`src/rtl/rom_arb_pkg.sv`:
```
// Shared constants and payload types for the instruction-ROM port arbiter.
// Port indices, priority-mode encodings and the response-slot record.
package rom_arb_pkg;

  localparam int unsigned PORT_IFETCH = 0;
  localparam int unsigned PORT_DATA   = 1;

  localparam logic PRIO_RR    = 1'b0;
  localparam logic PRIO_FIXED = 1'b1;

  localparam int unsigned RSP_DATA_W = 32;

  // One registered response per port.
  typedef struct packed {
    logic                  valid;
    logic                  err;
    logic [RSP_DATA_W-1:0] data;
  } rsp_slot_t;

endpackage

```
`src/rtl/rr_arbiter2.sv`:
```
// Two-request combinational arbiter, round-robin or fixed priority.
// Ports:
//   req[1:0]   - eligible requests
//   mode       - PRIO_RR or PRIO_FIXED (port 0 always wins)
//   last_grant - index of the most recent winner
//   grant[1:0] - one-hot grant, zero when nothing is requested
module rr_arbiter2
  import rom_arb_pkg::*;
(
  input  logic [1:0] req,
  input  logic       mode,
  input  logic       last_grant,
  output logic [1:0] grant
);

  // A lone requester always wins; on a tie the port that did not win last
  // time gets it, unless fixed mode pins the win to port 0.
  always_comb begin
    grant = 2'b00;
    if (req == 2'b11) begin
      if (mode == PRIO_FIXED || last_grant) begin
        grant = 2'b01;
      end else begin
        grant = 2'b10;
      end
    end else begin
      grant = req;
    end
  end

endmodule

```
`src/rtl/rom_port_arbiter.sv`:
```
// Shares the single combinational instruction-ROM read port between the
// fetch port (0) and the data/debug port (1), one registered response each.
// Ports:
//   clk, rst_n                 - clock, asynchronous active-low reset
//   pN_req_valid/addr/ready    - request handshake; ready is combinational
//   pN_rsp_valid/data/err      - held response, err for out-of-range address
//   pN_rsp_ready               - requester consumes the held response
//   rom_a, rom_spo             - ROM address out, ROM data in (same cycle)
module rom_port_arbiter
  import rom_arb_pkg::*;
#(
  parameter int unsigned ADDR_WIDTH    = 7,
  parameter int unsigned MEM_SIZE      = 128,
  parameter int unsigned PRIORITY_MODE = 0
) (
  input  logic                  clk,
  input  logic                  rst_n,
  input  logic                  p0_req_valid,
  input  logic [ADDR_WIDTH-1:0] p0_req_addr,
  output logic                  p0_req_ready,
  output logic                  p0_rsp_valid,
  output logic [RSP_DATA_W-1:0] p0_rsp_data,
  output logic                  p0_rsp_err,
  input  logic                  p0_rsp_ready,
  input  logic                  p1_req_valid,
  input  logic [ADDR_WIDTH-1:0] p1_req_addr,
  output logic                  p1_req_ready,
  output logic                  p1_rsp_valid,
  output logic [RSP_DATA_W-1:0] p1_rsp_data,
  output logic                  p1_rsp_err,
  input  logic                  p1_rsp_ready,
  output logic [ADDR_WIDTH-1:0] rom_a,
  input  logic [RSP_DATA_W-1:0] rom_spo
);

  localparam logic MODE = (PRIORITY_MODE != 0) ? PRIO_FIXED : PRIO_RR;
  // One extra bit so MEM_SIZE == 2**ADDR_WIDTH never flags an error.
  localparam logic [ADDR_WIDTH:0] MEM_LIMIT = (ADDR_WIDTH+1)'(MEM_SIZE);

  logic [1:0]            w_req_vld;
  logic [1:0]            w_rsp_rdy;
  logic [1:0]            w_elig;
  logic [1:0]            w_grant;
  logic                  w_oor;
  logic [RSP_DATA_W-1:0] w_cap_data;

  rsp_slot_t [1:0]       r_slot;
  logic                  r_last_grant;

  assign w_req_vld[PORT_IFETCH] = p0_req_valid;
  assign w_req_vld[PORT_DATA]   = p1_req_valid;
  assign w_rsp_rdy[PORT_IFETCH] = p0_rsp_ready;
  assign w_rsp_rdy[PORT_DATA]   = p1_rsp_ready;

  // A slot being drained this cycle counts as free; nothing is eligible in reset.
  always_comb begin
    w_elig = 2'b00;
    for (int i = 0; i < 2; i++) begin
      w_elig[i] = rst_n & w_req_vld[i] & (~r_slot[i].valid | w_rsp_rdy[i]);
    end
  end

  rr_arbiter2 u_arb (
    .req        (w_elig),
    .mode       (MODE),
    .last_grant (r_last_grant),
    .grant      (w_grant)
  );

  // ROM follows the winner; idle cycles show the port-0 address.
  assign rom_a      = w_grant[PORT_DATA] ? p1_req_addr : p0_req_addr;
  assign w_oor      = ({1'b0, rom_a} >= MEM_LIMIT);
  assign w_cap_data = w_oor ? '0 : rom_spo;

  // Response slots and round-robin history.
  always_ff @(posedge clk or negedge rst_n) begin
    if (!rst_n) begin
      r_slot       <= '0;
      r_last_grant <= 1'b1;
    end else begin
      for (int i = 0; i < 2; i++) begin
        if (w_grant[i]) begin
          r_slot[i].valid <= 1'b1;
          r_slot[i].err   <= w_oor;
          r_slot[i].data  <= w_cap_data;
        end else if (w_rsp_rdy[i]) begin
          r_slot[i].valid <= 1'b0;
        end
      end
      if (|w_grant) begin
        r_last_grant <= w_grant[PORT_DATA];
      end
    end
  end

  assign p0_req_ready = w_grant[PORT_IFETCH];
  assign p0_rsp_valid = r_slot[PORT_IFETCH].valid;
  assign p0_rsp_data  = r_slot[PORT_IFETCH].data;
  assign p0_rsp_err   = r_slot[PORT_IFETCH].err;

  assign p1_req_ready = w_grant[PORT_DATA];
  assign p1_rsp_valid = r_slot[PORT_DATA].valid;
  assign p1_rsp_data  = r_slot[PORT_DATA].data;
  assign p1_rsp_err   = r_slot[PORT_DATA].err;

endmodule

```
`config.mk`:
```
export PLATFORM = sky130hd
export DESIGN_NAME = rom_port_arbiter
export DESIGN_NICKNAME = d
export VERILOG_FILES = /design/src/rtl/rom_arb_pkg.sv /design/src/rtl/rr_arbiter2.sv /design/src/rtl/rom_port_arbiter.sv
export SDC_FILE = /design/constraint.sdc
export NUM_CORES = 1
export LEC_CHECK = 0
export CORE_ASPECT_RATIO = 1.25
export CORE_MARGIN = 1.5
export CORE_UTILIZATION = 65
export DETAILED_ROUTE_END_ITERATION = 10
export DONT_BUFFER_PORTS = 1
export GPL_ROUTABILITY_DRIVEN = 0
export PLACE_DENSITY = 0.81
export SKIP_CTS_REPAIR_TIMING = 1
export SLEW_MARGIN = 10
export SYNTH_ARGS = -nofsm -noshare
export SYNTH_HDL_FRONTEND = slang
export SYNTH_SLANG_ARGS = --single-unit
```
`constraint.sdc`:
```
create_clock -name clk -period 3.37 [get_ports clk]
set_input_delay 0.5055 -clock clk [delete_from_list [all_inputs] [get_ports clk]]
set_output_delay 0.5055 -clock clk [all_outputs]
set_load 0.01 [all_outputs]
```
# ---- After elaboration in Yosys (flattened, before gate mapping)
# Index checks and enable logic that the tools add are counted.
dict set report totals {
  wordCells 24
  input_bits 52
  out_inout_bits 77
  ff_bits 67
}
dict set report op_classes {
  n_eq_ne 1
  n_reduce_logical 3
  muxes 7
  bitwise_logic 8
}
# op n
set op_table {}
lappend op_table {{2-to-1 mux 7 bit} 1}
lappend op_table {{AND 1 bit} 4}
lappend op_table {{2-to-1 mux 1 bit} 4}
lappend op_table {{2-to-1 mux 2 bit} 2}
lappend op_table {{nonzero test 2 bit} 2}
lappend op_table {{== test 2 bit, second input constant} 1}
lappend op_table {{inverter 1 bit} 2}
lappend op_table {{OR 1 bit} 2}
lappend op_table {{OR reduction 2 bit} 1}

# ---- Depth between registers and ports, before layout
dict set report depth {
  depth_word 6
  ltp_mapped 4
  ltp_nobuf 3
}

# ---- Modules after synthesis
# Synthesis repeated with hierarchy kept, for this count alone.
dict set report unflattened {
  cells_unflattened 162
  area_unflattened_um2 2974.1
}
# module seq_area_each_um2 instances cells_per_inst area_each_um2
set by_module_without_submodules {}
lappend by_module_without_submodules {rom_port_arbiter 1677.9 1 158 2951.6}
lappend by_module_without_submodules {rr_arbiter2 0.0 1 4 22.5}

# ---- Worst setup path before layout
# No wires, ideal clock.
dict set report synth_timing {
  kind {flip-flop to output port}
  from {reg r_slot, in the netlist p0_rsp_valid}
  to {out rom_a[0]}
  stages_incl_launch_ff 5
  slack_ns 1.453
  t_required_ns 2.864
  path_buffers 1
  t_arrival_ns 1.412
  cell_sequence {dfrtp_1 -> nor2b_2 -> o211ai_2 -> buf_2 -> mux2_1}
}
dict set report synth_via {
  elab_chain_len 6
}
# element line
set synth_lines {}
lappend synth_lines {{start: declaration} rom_port_arbiter.sv:47} ;# rsp_slot_t [1:0] r_slot;
lappend synth_lines {{inverter 1 bit} rom_port_arbiter.sv:59} ;# w_elig[i] = rst_n & w_req_vld[i] & (~r_slot[i].valid | w_rsp_rdy[i]);
lappend synth_lines {{OR 1 bit} rom_port_arbiter.sv:59}
lappend synth_lines {{AND 1 bit} rom_port_arbiter.sv:59}
lappend synth_lines {{== test 2 bit} rr_arbiter2.sv:20} ;# if (req == 2'b11) begin
lappend synth_lines {{2-to-1 mux 2 bit} rr_arbiter2.sv:20}
lappend synth_lines {{2-to-1 mux 7 bit} rom_port_arbiter.sv:71} ;# assign rom_a = w_grant[PORT_DATA] ? p1_req_addr : p0_req_addr;
lappend synth_lines {{end: declaration} rom_port_arbiter.sv:32} ;# output logic [ADDR_WIDTH-1:0] rom_a,
# No other way between the ends.

# ---- Worst setup path in the final report
dict set report layout_timing {
  from {reg r_slot, in the netlist p0_rsp_valid}
  to {out rom_a[6]}
}
# Same word-level chain as after synthesis.

==> summary by stage <==
Outcome
The flow ran to the end, and the final reports show no timing, DRC or antenna violations.

Finish
The count of cells in the finished layout, fillers not included, comes to 229. In the layout the commonest cells are 66 x sky130_fd_sc_hd__dfrtp_1, 47 x sky130_fd_sc_hd__mux2_2, 24 x sky130_fd_sc_hd__mux2_1. The layout net count is 222. The final cell area excluding filler cells is 0.00292 mm². The fill cell total of the finished layout is 259. The layout overhead on the synthesized area is 10.0%. The share of cells above drive strength 1 is 0.411. At the end of the flow the core is filled with cells to 0.758. The most common cell after layout, fill and taps aside is sky130_fd_sc_hd__dfrtp_1. The repair_antennas step left the layout with diodes totalling 0.

Global route
After global routing the overflow that remains totals 0. The via count of the first global-routing pass is 1465. The total track usage is 0.222. Entering global routing, the biggest net connects 70 pins. The first-pass GRT wire length is 7020 µm. The number of antenna violations at the first check in global routing is 0.

Routing
In the routed layout, each cell is associated on average with a via count of 5.97. The antenna violation net count after detailed routing is 0. For this block, the routed nets add up to 4850 µm of wire. The first-iteration detailed-routing DRC count is 52.

After detailed routing, the number of remaining DRC violations is 0. The number of search-and-repair iterations in the first detailed-routing pass is 4. The total number of vias is 1367. After detailed routing, the average wire length per cell comes to 21.2 µm.

Placed design
Once detailed placement completed, the half-perimeter wirelength came to 3380 µm. The area of placed instances is 0.00269 mm². The number of buffers inserted by port buffering is 0. The cell count after placement is 211. The worst-case setup slack after placement is 1.34 ns.

STA
Of the available clock period, the critical path in the final layout requires 0.694. Adding up every negative setup slack in the final design gives 0 ns. Setup repair after global routing left no endpoint under its margin. The clock tree skew after final layout is 0.00473 ns. The maximum clock rate is 427 MHz. Subtracting the final worst setup slack from the clock period gives 2.34 ns.

The total setup violations reported at the end of the flow is 0. The number of endpoints with negative hold slack in the final report was 0. The final count of pins violating max slew is 0. On the final layout, the worst hold slack is 0.0518 ns. The worst-case setup margin in the final layout is 1.03 ns.

Worst setup path
The sort of element at the end of the critical path is an output port. In this design, the largest share of critical-path delay is due to compound AO/OA/AOI/OAI gates. Walking the worst path, the cells encountered are nor2b_2 > o211ai_4 > mux2_2. The required arrival time at the worst endpoint is 2.86 ns. The classification of the worst setup path is reg -> out. For the worst flop-to-flop path, the logic depth is 4. The worst setup path is launched from a flip-flop. The number of buffer and inverter stages on the critical path is 0. The worst-path maximum fanout is 14. For the worst setup path, the data arrival time is 1.83 ns.

The largest single stage delay on the critical path is 0.43 ns. The slowest library cell on the worst path is sky130_fd_sc_hd__o211ai_4. The logic depth of the worst path, buffers included is 3.

Clock network
In this run, CTS created clock tree buffers numbering 9. TritonCTS built the clock tree. The buffer cell driving the clock tree root is sky130_fd_sc_hd__clkbuf_8. The deepest level of the CTS H-tree is 3.

The worst-case clock buffer depth is 2. The clock reaches the later pin of the worst-skew pair after 0.33 ns. After clock tree synthesis, the clock-pin slew on the worst setup and hold paths is 0.07 ns. The number of clock sinks is 67.

Logic synthesis
The fraction of the yosys area taken by sequential cells is 0.633. The count of synthesis-stage warnings from yosys is 0. The number of unique standard cell types used by synthesis is 18. The area share of the largest cell type after synthesis is 0.623. By area the synthesized netlist is led by sky130_fd_sc_hd__dfrtp_1 62%, sky130_fd_sc_hd__mux2_2 20%, sky130_fd_sc_hd__mux2_1 10%.

The cell area that synthesis handed to floorplanning was 0.00265 mm². The number of instances in the synthesized netlist is 162. The leading area contributor after synthesis is sky130_fd_sc_hd__dfrtp_1. The number of register bits inferred by synthesis is 67. The average footprint of a synthesized cell is 16.4 µm².

Die
For this configuration, the core starts out at a cell density of 0.689. The floorplan has 25 rows. From bottom edge to top edge, the die measures 74.4 µm.

The total I/O pin count is 129. The die covers 0.00448 mm². From left edge to right edge, the die measures 60.1 µm. The core region is 0.00385 mm².

Power and ir drop
The power density relative to cell area is 767 mW/mm². For this design the static power due to leakage is 1.26 nW. Overall power consumption after layout is estimated at 2.24 mW.

The peak supply drop is 0.450 mV.

Min path
The worst min-delay path class is in -> async.

Flow run
The tool flagged a number of max-cap violations equal to 0.
-- registers in the layout (all words and copies together) (netlist names) --
name and count:
p1_rsp_data 32, p0_rsp_data 32, r_last_grant 1, p0_rsp_valid 1, p1_rsp_valid 1
-- logic make-up (layout without fill, tap and decap cells) --
group           Yosys count  after routing  synth area share
compound gates            4              4            0.0160
buf+inv                  10             22            0.0274
flops                    67             67             0.633
mux                      71             71             0.301
other cells               1              2           0.00141
simple gates              9              9            0.0212
-- cell type report --
class / count / area (µm²) / share of cell area
sequential: 67 / 1680 / 0.575
multi-input combinational: 86 / 915 / 0.313
clock buffer: 11 / 141 / 0.0485
tap: 54 / 67.6 / 0.0232
timing repair buffer: 5 / 60.1 / 0.0206
clock inverter: 5 / 52.6 / 0.0180
inverter: 1 / 3.75 / 0.00129
-- Yosys cell counts --
| cell | count |
|---|---|
| sky130_fd_sc_hd__dfrtp_1 | 66 |
| sky130_fd_sc_hd__conb_1 | 1 |
| sky130_fd_sc_hd__nor2b_1 | 1 |
| sky130_fd_sc_hd__buf_6 | 3 |
| sky130_fd_sc_hd__dfstp_2 | 1 |
| sky130_fd_sc_hd__nor2b_2 | 1 |
| sky130_fd_sc_hd__buf_2 | 4 |
| sky130_fd_sc_hd__mux2_2 | 47 |
| sky130_fd_sc_hd__nand2_1 | 4 |
| sky130_fd_sc_hd__nand2b_4 | 1 |
| sky130_fd_sc_hd__mux2_1 | 24 |
| sky130_fd_sc_hd__o211ai_2 | 1 |
| sky130_fd_sc_hd__o21ai_0 | 2 |
| sky130_fd_sc_hd__buf_4 | 2 |
| sky130_fd_sc_hd__inv_1 | 1 |
| sky130_fd_sc_hd__a211oi_4 | 1 |
| sky130_fd_sc_hd__or2_2 | 1 |
| sky130_fd_sc_hd__and2_1 | 1 |
-- report_power, final --
part | total [mW] | switching (mW) | internal, mW | leakage, nW
registers | 1.30 | 0.265 | 1.03 | 0.787
clock network | 0.639 | 0.281 | 0.358 | 0.0991
logic | 0.301 | 0.120 | 0.180 | 0.376
-- final timing paths --
check | startpoint | endpoint | slack [ns]
max in group asynchronous | rst_n | r_last_grant$_DFFE_PN1P_ | 2.77
hold reg to reg | r_last_grant$_DFFE_PN1P_ | r_last_grant$_DFFE_PN1P_ | 0.56
min in group clk | rom_spo[6] | p0_rsp_data[6]$_DFFE_PN0P_ | 0.31
setup reg to reg | p0_rsp_valid$_DFFE_PN0P_ | p1_rsp_data[5]$_DFFE_PN0P_ | 1.33
setup / recovery | p0_rsp_valid$_DFFE_PN0P_ | rom_a[6] | 1.03
hold / removal | rst_n | p0_rsp_data[25]$_DFFE_PN0P_ | 0.05
-- metal layers --
layer  vias up  wire length, µm  track usage  part of all wire
met4         0               51        0.116             0.011
li1        580                -            -                 -
met1       688             1750        0.239              0.36
met2        93             2490        0.359              0.51
met3         6              561        0.106              0.12
met5         -                0            0                 0
(Power assumes the default switching activity.)
